<file path="config.mk">
export PLATFORM = sky130hd
export DESIGN_NAME = ariele_slave_arb
export DESIGN_NICKNAME = d
export VERILOG_FILES = /design/src/rtl/ariele_arb_pkg.sv /design/src/rtl/ariele_arb_idfifo.sv /design/src/rtl/ariele_slave_arb.sv
export SDC_FILE = /design/constraint.sdc
export NUM_CORES = 1
export LEC_CHECK = 0
export CAP_MARGIN = 20
export CELL_PAD_IN_SITES_DETAIL_PLACEMENT = 1
export CELL_PAD_IN_SITES_GLOBAL_PLACEMENT = 1
export CORE_ASPECT_RATIO = 0.6
export CORE_MARGIN = 3
export CORE_UTILIZATION = 17
export CTS_CLUSTER_DIAMETER = 40
export DETAILED_ROUTE_END_ITERATION = 10
export PLACE_DENSITY_LB_ADDON = 0.1
export RECOVER_POWER = 100
export SLEW_MARGIN = 20
export SYNTH_ARGS = -nofsm -noshare
export SYNTH_HDL_FRONTEND = slang
export SYNTH_SLANG_ARGS = --single-unit
</file>
<file path="constraint.sdc">
create_clock -name clk_i -period 9.2 [get_ports clk_i]
set_input_delay 2.76 -clock clk_i [delete_from_list [all_inputs] [get_ports clk_i]]
set_output_delay 2.76 -clock clk_i [all_outputs]
set_load 0.03 [all_outputs]
</file>
<file path="src/rtl/ariele_arb_pkg.sv">
// Shared types and helpers for the ariele per-slave arbiter.
package ariele_arb_pkg;

  localparam int unsigned MAX_MASTERS  = 8;
  localparam int unsigned MAX_RD_DEPTH = 16;

  typedef logic [2:0] mid_t;

  typedef struct packed {
    logic vld;
    mid_t idx;
  } pick_t;

  // First set bit of req_mask at or after ptr, wrapping. Bits at or above the
  // active master count are expected to be zero, so a mod-8 wrap behaves as a
  // mod-N wrap for any ptr below N.
  function automatic pick_t rr_pick(input logic [MAX_MASTERS-1:0] req_mask, input mid_t ptr);
    pick_t r;
    mid_t  k;
    r.vld = 1'b0;
    r.idx = '0;
    // Scan from the farthest offset down so the closest match is kept last.
    for (int i = MAX_MASTERS - 1; i >= 0; i--) begin
      k = ptr + mid_t'(i);
      if (req_mask[k]) begin
        r.vld = 1'b1;
        r.idx = k;
      end
    end
    return r;
  endfunction

endpackage

</file>
<file path="src/rtl/ariele_arb_idfifo.sv">
// In-order FIFO of master IDs for outstanding reads.
module ariele_arb_idfifo
  import ariele_arb_pkg::*;
#(
  parameter int unsigned DEPTH = 4
) (
  input  logic                       clk_i,
  input  logic                       rst_i,
  input  logic                       push_i,
  input  mid_t                       push_id_i,
  input  logic                       pop_i,
  output mid_t                       head_o,
  output logic                       full_o,
  output logic                       empty_o,
  output logic [$clog2(DEPTH):0]     count_o
);

  localparam int unsigned AW = $clog2(DEPTH);
  localparam logic [AW:0] FULL_CNT = DEPTH[AW:0];

  mid_t          r_mem [DEPTH];
  logic [AW-1:0] r_wr_ptr;
  logic [AW-1:0] r_rd_ptr;
  logic [AW:0]   r_count;

  logic w_push;
  logic w_pop;

  assign full_o  = (r_count == FULL_CNT);
  assign empty_o = (r_count == '0);
  assign count_o = r_count;
  assign head_o  = r_mem[r_rd_ptr];
  assign w_push  = push_i & ~full_o;
  assign w_pop   = pop_i & ~empty_o;

  // Pointer and occupancy update; indices wrap naturally at DEPTH.
  always_ff @(posedge clk_i) begin
    if (rst_i) begin
      r_wr_ptr <= '0;
      r_rd_ptr <= '0;
      r_count  <= '0;
    end else begin
      if (w_push) r_wr_ptr <= r_wr_ptr + 1'b1;
      if (w_pop)  r_rd_ptr <= r_rd_ptr + 1'b1;
      r_count <= r_count + {{AW{1'b0}}, w_push} - {{AW{1'b0}}, w_pop};
    end
  end

  // Entry storage; contents are don't-care until written.
  always_ff @(posedge clk_i) begin
    if (w_push) r_mem[r_wr_ptr] <= push_id_i;
  end

endmodule

</file>
<file path="src/rtl/ariele_slave_arb.sv">
// Round-robin arbiter sharing one MemSplit32 slave among N masters, with
// in-order routing of read responses back to their issuers.
module ariele_slave_arb
  import ariele_arb_pkg::*;
#(
  parameter int unsigned N_MASTERS = 5,
  parameter int unsigned RD_DEPTH  = 4
) (
  input  logic                    clk_i,
  input  logic                    rst_i,
  input  logic [N_MASTERS-1:0]    m_req_i,
  input  logic [N_MASTERS-1:0]    m_we_i,
  input  logic [32*N_MASTERS-1:0] m_addr_bi,
  input  logic [4*N_MASTERS-1:0]  m_be_i,
  input  logic [32*N_MASTERS-1:0] m_wdata_bi,
  output logic [N_MASTERS-1:0]    m_ack_o,
  output logic [N_MASTERS-1:0]    m_resp_o,
  output logic [31:0]             m_rdata_bo,
  output logic                    s_req_o,
  output logic                    s_we_o,
  output logic [31:0]             s_addr_bo,
  output logic [3:0]              s_be_o,
  output logic [31:0]             s_wdata_bo,
  input  logic                    s_ack_i,
  input  logic                    s_resp_i,
  input  logic [31:0]             s_rdata_bi,
  output logic                    err_o
);

  localparam int unsigned CW = $clog2(RD_DEPTH) + 1;
  localparam logic [CW-1:0] RD_FULL = RD_DEPTH[CW-1:0];

  mid_t r_rr_ptr;
  logic r_lock_vld;
  mid_t r_lock_id;
  logic r_err;

  logic [MAX_MASTERS-1:0] w_elig;
  pick_t                  w_pick;
  logic                   w_lock_req;
  logic                   w_vld;
  mid_t                   w_win;
  mid_t                   w_ptr_nxt;
  logic                   w_rd_full;
  logic                   w_we;
  logic [31:0]            w_addr;
  logic [3:0]             w_be;
  logic [31:0]            w_wdata;
  logic                   w_accept;
  logic                   w_push;
  logic                   w_pop;
  mid_t                   w_head;
  logic                   w_fifo_full;
  logic                   w_fifo_empty;
  logic [CW-1:0]          w_rd_count;

  ariele_arb_idfifo #(
    .DEPTH (RD_DEPTH)
  ) u_idfifo (
    .clk_i     (clk_i),
    .rst_i     (rst_i),
    .push_i    (w_push),
    .push_id_i (w_win),
    .pop_i     (w_pop),
    .head_o    (w_head),
    .full_o    (w_fifo_full),
    .empty_o   (w_fifo_empty),
    .count_o   (w_rd_count)
  );

  // Eligibility, round-robin pick, and lock override of the winner.
  always_comb begin
    w_rd_full  = (w_rd_count == RD_FULL);
    w_elig     = '0;
    w_lock_req = 1'b0;
    for (int k = 0; k < N_MASTERS; k++) begin
      w_elig[k] = m_req_i[k] & (m_we_i[k] | ~w_rd_full);
      if (r_lock_id == mid_t'(k)) w_lock_req = m_req_i[k];
    end
    w_pick = rr_pick(w_elig, r_rr_ptr);
    if (r_lock_vld) begin
      w_vld = w_lock_req;
      w_win = r_lock_id;
    end else begin
      w_vld = w_pick.vld;
      w_win = w_pick.idx;
    end
    w_ptr_nxt = (w_win == mid_t'(N_MASTERS - 1)) ? '0 : w_win + 3'd1;
  end

  // Winner payload mux, handshake and response routing; all forced low in reset.
  always_comb begin
    w_we    = 1'b0;
    w_addr  = '0;
    w_be    = '0;
    w_wdata = '0;
    m_ack_o  = '0;
    m_resp_o = '0;
    w_accept = w_vld & s_ack_i & ~rst_i;
    w_pop    = s_resp_i & ~w_fifo_empty & ~rst_i;
    for (int k = 0; k < N_MASTERS; k++) begin
      if (w_vld && (w_win == mid_t'(k))) begin
        w_we    = m_we_i[k];
        w_addr  = m_addr_bi[32*k +: 32];
        w_be    = m_be_i[4*k +: 4];
        w_wdata = m_wdata_bi[32*k +: 32];
        m_ack_o[k] = w_accept;
      end
      m_resp_o[k] = w_pop & (w_head == mid_t'(k));
    end
    w_push     = w_accept & ~w_we & ~w_fifo_full;
    s_req_o    = w_vld & ~rst_i;
    s_we_o     = w_we & ~rst_i;
    s_addr_bo  = rst_i ? '0 : w_addr;
    s_be_o     = rst_i ? '0 : w_be;
    s_wdata_bo = rst_i ? '0 : w_wdata;
    m_rdata_bo = rst_i ? '0 : s_rdata_bi;
    err_o      = r_err & ~rst_i;
  end

  // Round-robin pointer, grant lock while the slave stalls, sticky error.
  always_ff @(posedge clk_i) begin
    if (rst_i) begin
      r_rr_ptr   <= '0;
      r_lock_vld <= 1'b0;
      r_lock_id  <= '0;
      r_err      <= 1'b0;
    end else begin
      if (w_accept) r_rr_ptr <= w_ptr_nxt;
      r_lock_vld <= w_vld & ~s_ack_i;
      if (w_vld && !s_ack_i) r_lock_id <= w_win;
      if (s_resp_i && w_fifo_empty) r_err <= 1'b1;
    end
  end

endmodule

</file>
==> flow_metrics.tcl, run 1 <==
set metrics [dict create \
    outcome "finished, final reports clean" \
    synth_nets 1248 \
    cts.hold.buffers_added 0 \
    grt_pass1_wl_mm 61.1 \
    slew_violations 0 \
    clk_pin_slew_ns 0.05 \
    area_delta_synth_final_pct 167 \
    dp_cells 1786 \
    yosysWarnings 0 \
    syn_area_um2 5310 \
    ant_nets 0 \
    grt_setup_unrepaired "true" \
    cts_buffer_depth 2 \
    arrival_ns 6.42 \
    post-route-period-util_pct 99.8 \
    grt_max_degree 35 \
    grt_overflow 0 \
    syn_avg_cell_area_um2 6.27 \
    drc 0 \
    chipWidth_um 234 \
    post_drt_via_cell_ratio 4.73 \
    critPathCaptureType "output pin" \
    antenna_found_initial 5 \
    wirelength_mm 42.9 \
    instances_no_fill 1833 \
    slew_headroom_pct 52.2 \
    synth_edf_count 12 \
    first_pass_iters 4 \
    async_flop_share_pct 0 \
    portBuffers 498 \
    nNetsFinal 1820 \
    cts_root_buf "clkbuf_16" \
    cp_max_fo 6 \
    dieHeight_um 143 \
    min_period_ns 9.18 \
    synth_cells 848 \
    tightest_slew_ns 0.715 \
    fin_skew_ns 0.00648 \
    ys.flop_type "dfxtp_1" \
    setup_viol 0 \
    yosysTopAreaCellShare_pct 11.4 \
    ys_seq_elements 29 \
    leakagePower_nw 5.44 \
    holdWs_ns 0.484 \
    max_freq_mhz 109 \
    wire_per_inst_um 23.4 \
    power.density_nw_per_um2 495 \
    ios 499 \
    cts_tree "built" \
    insertion_delay_ns 0.28 \
    die_area_um2 33500 \
    first_global_vias 9391 \
    placementRows 49 \
    yosysTopAreaCell "o32ai_1" \
    clock-sinks 29 \
    hold_viol_final 0 \
    dpl.hpwl_mm 34.2 \
    htreeDepth 2 \
    fillers 3484 \
    cts_made_buffers 5 \
    critPathRequiredTime_ns 6.44 \
    critical_path.startpoint_type "input pin" \
    vias 8673 \
    synth.area.top_cells "o32ai_1, nand2_1, o22ai_1" \
    hp-class "reg -> reg" \
    synthDistinctLibCells 67 \
    ir_worst_vdd_uv 253 \
    start_util_pct 17.5 \
    max-cap-violations 0 \
    ys_seq_area_share_pct 13.2 \
    criticalPathCategory "in -> out" \
    drive_above_1_share_pct 28.4 \
    place_congestion 0.889 \
    grt_usage_pct 24.1 \
    drtIter0Drc 319 \
    core-area_um2 30300 \
]
## final timing paths
kind | from | to | slack [ns] | cells past startpoint
max reg2reg | r_rr_ptr[1] | u_idfifo.count_o[1] | 3.55 | 29
min | r_err | r_err | 0.48 | 2
min reg2reg | r_err | r_err | 0.48 | 2
max | m_we_i[0] | s_be_o[3] | 0.02 | 21
## cell families (layout without fill, tap and decap cells)
logic type	count (synthesis)	in the layout	share of synthesized area [%]
simple gates	351	351	30.2
other cells	0	4	0
xor+xnor	8	8	1.32
compound gates	272	272	36.7
buf+inv	166	739	12.8
mux	8	8	2.47
fa+ha+maj	14	14	3.44
flops	29	29	13.2
## flip-flops by register name, summed over array words and instances, names as in the netlist, named ones only
signal and flops:
r_err 1, r_lock_id 3, r_lock_vld 1, r_rr_ptr 3, u_idfifo.count_o 3, u_idfifo.r_mem 12, u_idfifo.r_rd_ptr 2, u_idfifo.r_wr_ptr 2
## where the power goes
| part | internal [mW] | switching [mW] | total (mW) |
|---|---|---|---|
| clock | 0.135 | 0.0546 | 0.189 |
| combinational | 3.10 | 3.53 | 6.63 |
| sequential | 0.179 | 0.0331 | 0.212 |
## worst max-delay path, cell delays in order
cell and delay, ns:
buf_6 0.10, or4b_4 0.53, buf_6 0.15, nand3_1 0.13, a31oi_4 0.13, o2111ai_2 0.22, nand3_1 0.12, o211a_1 0.25
o22ai_2 0.16, o21ai_2 0.09, buf_4 0.16, ha_4 0.15, ha_4 0.16, buf_6 0.12, or2_4 0.26, buf_12 0.15
buf_8 0.12, a221o_1 0.28, o21ai_2 0.08, o32ai_2 0.10, buf_4 0.17
## routing by layer
metal | up-vias | GRT usage, % | part of all wire [%]
met5 | - | 0 | 0.089
met4 | 4 | 4.70 | 1.5
met3 | 37 | 5.36 | 6.5
met2 | 278 | 40.7 | 48
met1 | 4159 | 31.7 | 44
li1 | 4195 | - | -
## cell usage after synthesis (7+ instances only)
cell,n
a21oi_1,10
and2_1,12
and3_1,7
buf_1,11
buf_2,17
buf_4,7
clkbuf_1,46
dfxtp_1,17
edfxtp_1,12
ha_1,13
inv_1,83
nand2_1,152
nand3_1,16
nor2_1,92
nor2b_1,43
o21ai_0,75
o22ai_1,67
o32ai_1,69
## repair_timing
item | 4_1_cts | 5_1_grt
setup buffers | 21 | 8
resized for setup | 174 | 75
pin swaps | 65 | 63
endpoints found under the setup margin | 71 | 69
gates cloned | 8 | 2
## final cells by class
| cell class | instances | area, µm² | share of cell area [%] |
|---|---|---|---|
| repair buffers | 647 | 6730 | 47.4 |
| multi-input cells | 653 | 5770 | 40.6 |
| flip-flops and latches | 29 | 701 | 4.93 |
| well taps | 408 | 510 | 3.59 |
| inverters | 84 | 318 | 2.24 |
| clock buffers | 7 | 143 | 1.00 |
| clock inverters | 1 | 30.0 | 0.211 |
| diodes | 4 | 10.0 | 0.0705 |
## cells in the final DEF (no fill, tap or decap), types with 8 or more instances in the layout
| cell | synthesis | final |
|---|---|---|
| buf_6 | 1 | 72 |
| buf_4 | 7 | 115 |
| and2_1 | 12 | 11 |
| a21oi_1 | 10 | 8 |
| nand3_1 | 16 | 11 |
| inv_1 | 83 | 82 |
| ha_1 | 13 | 8 |
| nand2_1 | 152 | 148 |
| o32ai_4 | 0 | 61 |
| edfxtp_1 | 12 | 12 |
| buf_12 | 0 | 25 |
| o22ai_1 | 67 | 35 |
| o21ai_0 | 75 | 47 |
| o22ai_2 | 0 | 29 |
| clkdlybuf4s50_1 | 0 | 413 |
| nor2_1 | 92 | 88 |
| nor2b_1 | 43 | 42 |
| o21ai_1 | 0 | 23 |
| dfxtp_1 | 17 | 17 |
| buf_16 | 0 | 9 |
## per-stage QoR
step / worst slack [ns] / instance area (µm²) / setup TNS [ns] / util (%) / power [mW]
5_1_grt: -0.0753 / 14200 / -1.01 / 46.8 / 7.47
4_1_cts: -0.0278 / 13800 / -0.338 / 45.6 / 6.82
2_1_floorplan: -0.176 / 6470 / -4.07 / - / 3.57
3_3_place_gp: -0.590 / 12600 / -36.02 / 41.6 / 5.67
6_report: 0.0223 / 14200 / 0 / 46.8 / 7.04
3_5_place_dp: -0.645 / 12600 / -40.87 / 41.6 / 5.71
No activity file was read; power rests on OpenSTA's default activity.
==> run 2: changes to the inputs <==
- CTS_CLUSTER_SIZE: unset -> 20
==> results of run 2 <==
No change in the layout: final DEF, timing and power equal those of run 1.
==> run 3: changes to the inputs <==
- CAP_MARGIN: 20 -> 30
==> results of run 3 <==
No change in the layout: final DEF, timing and power equal those of run 1.
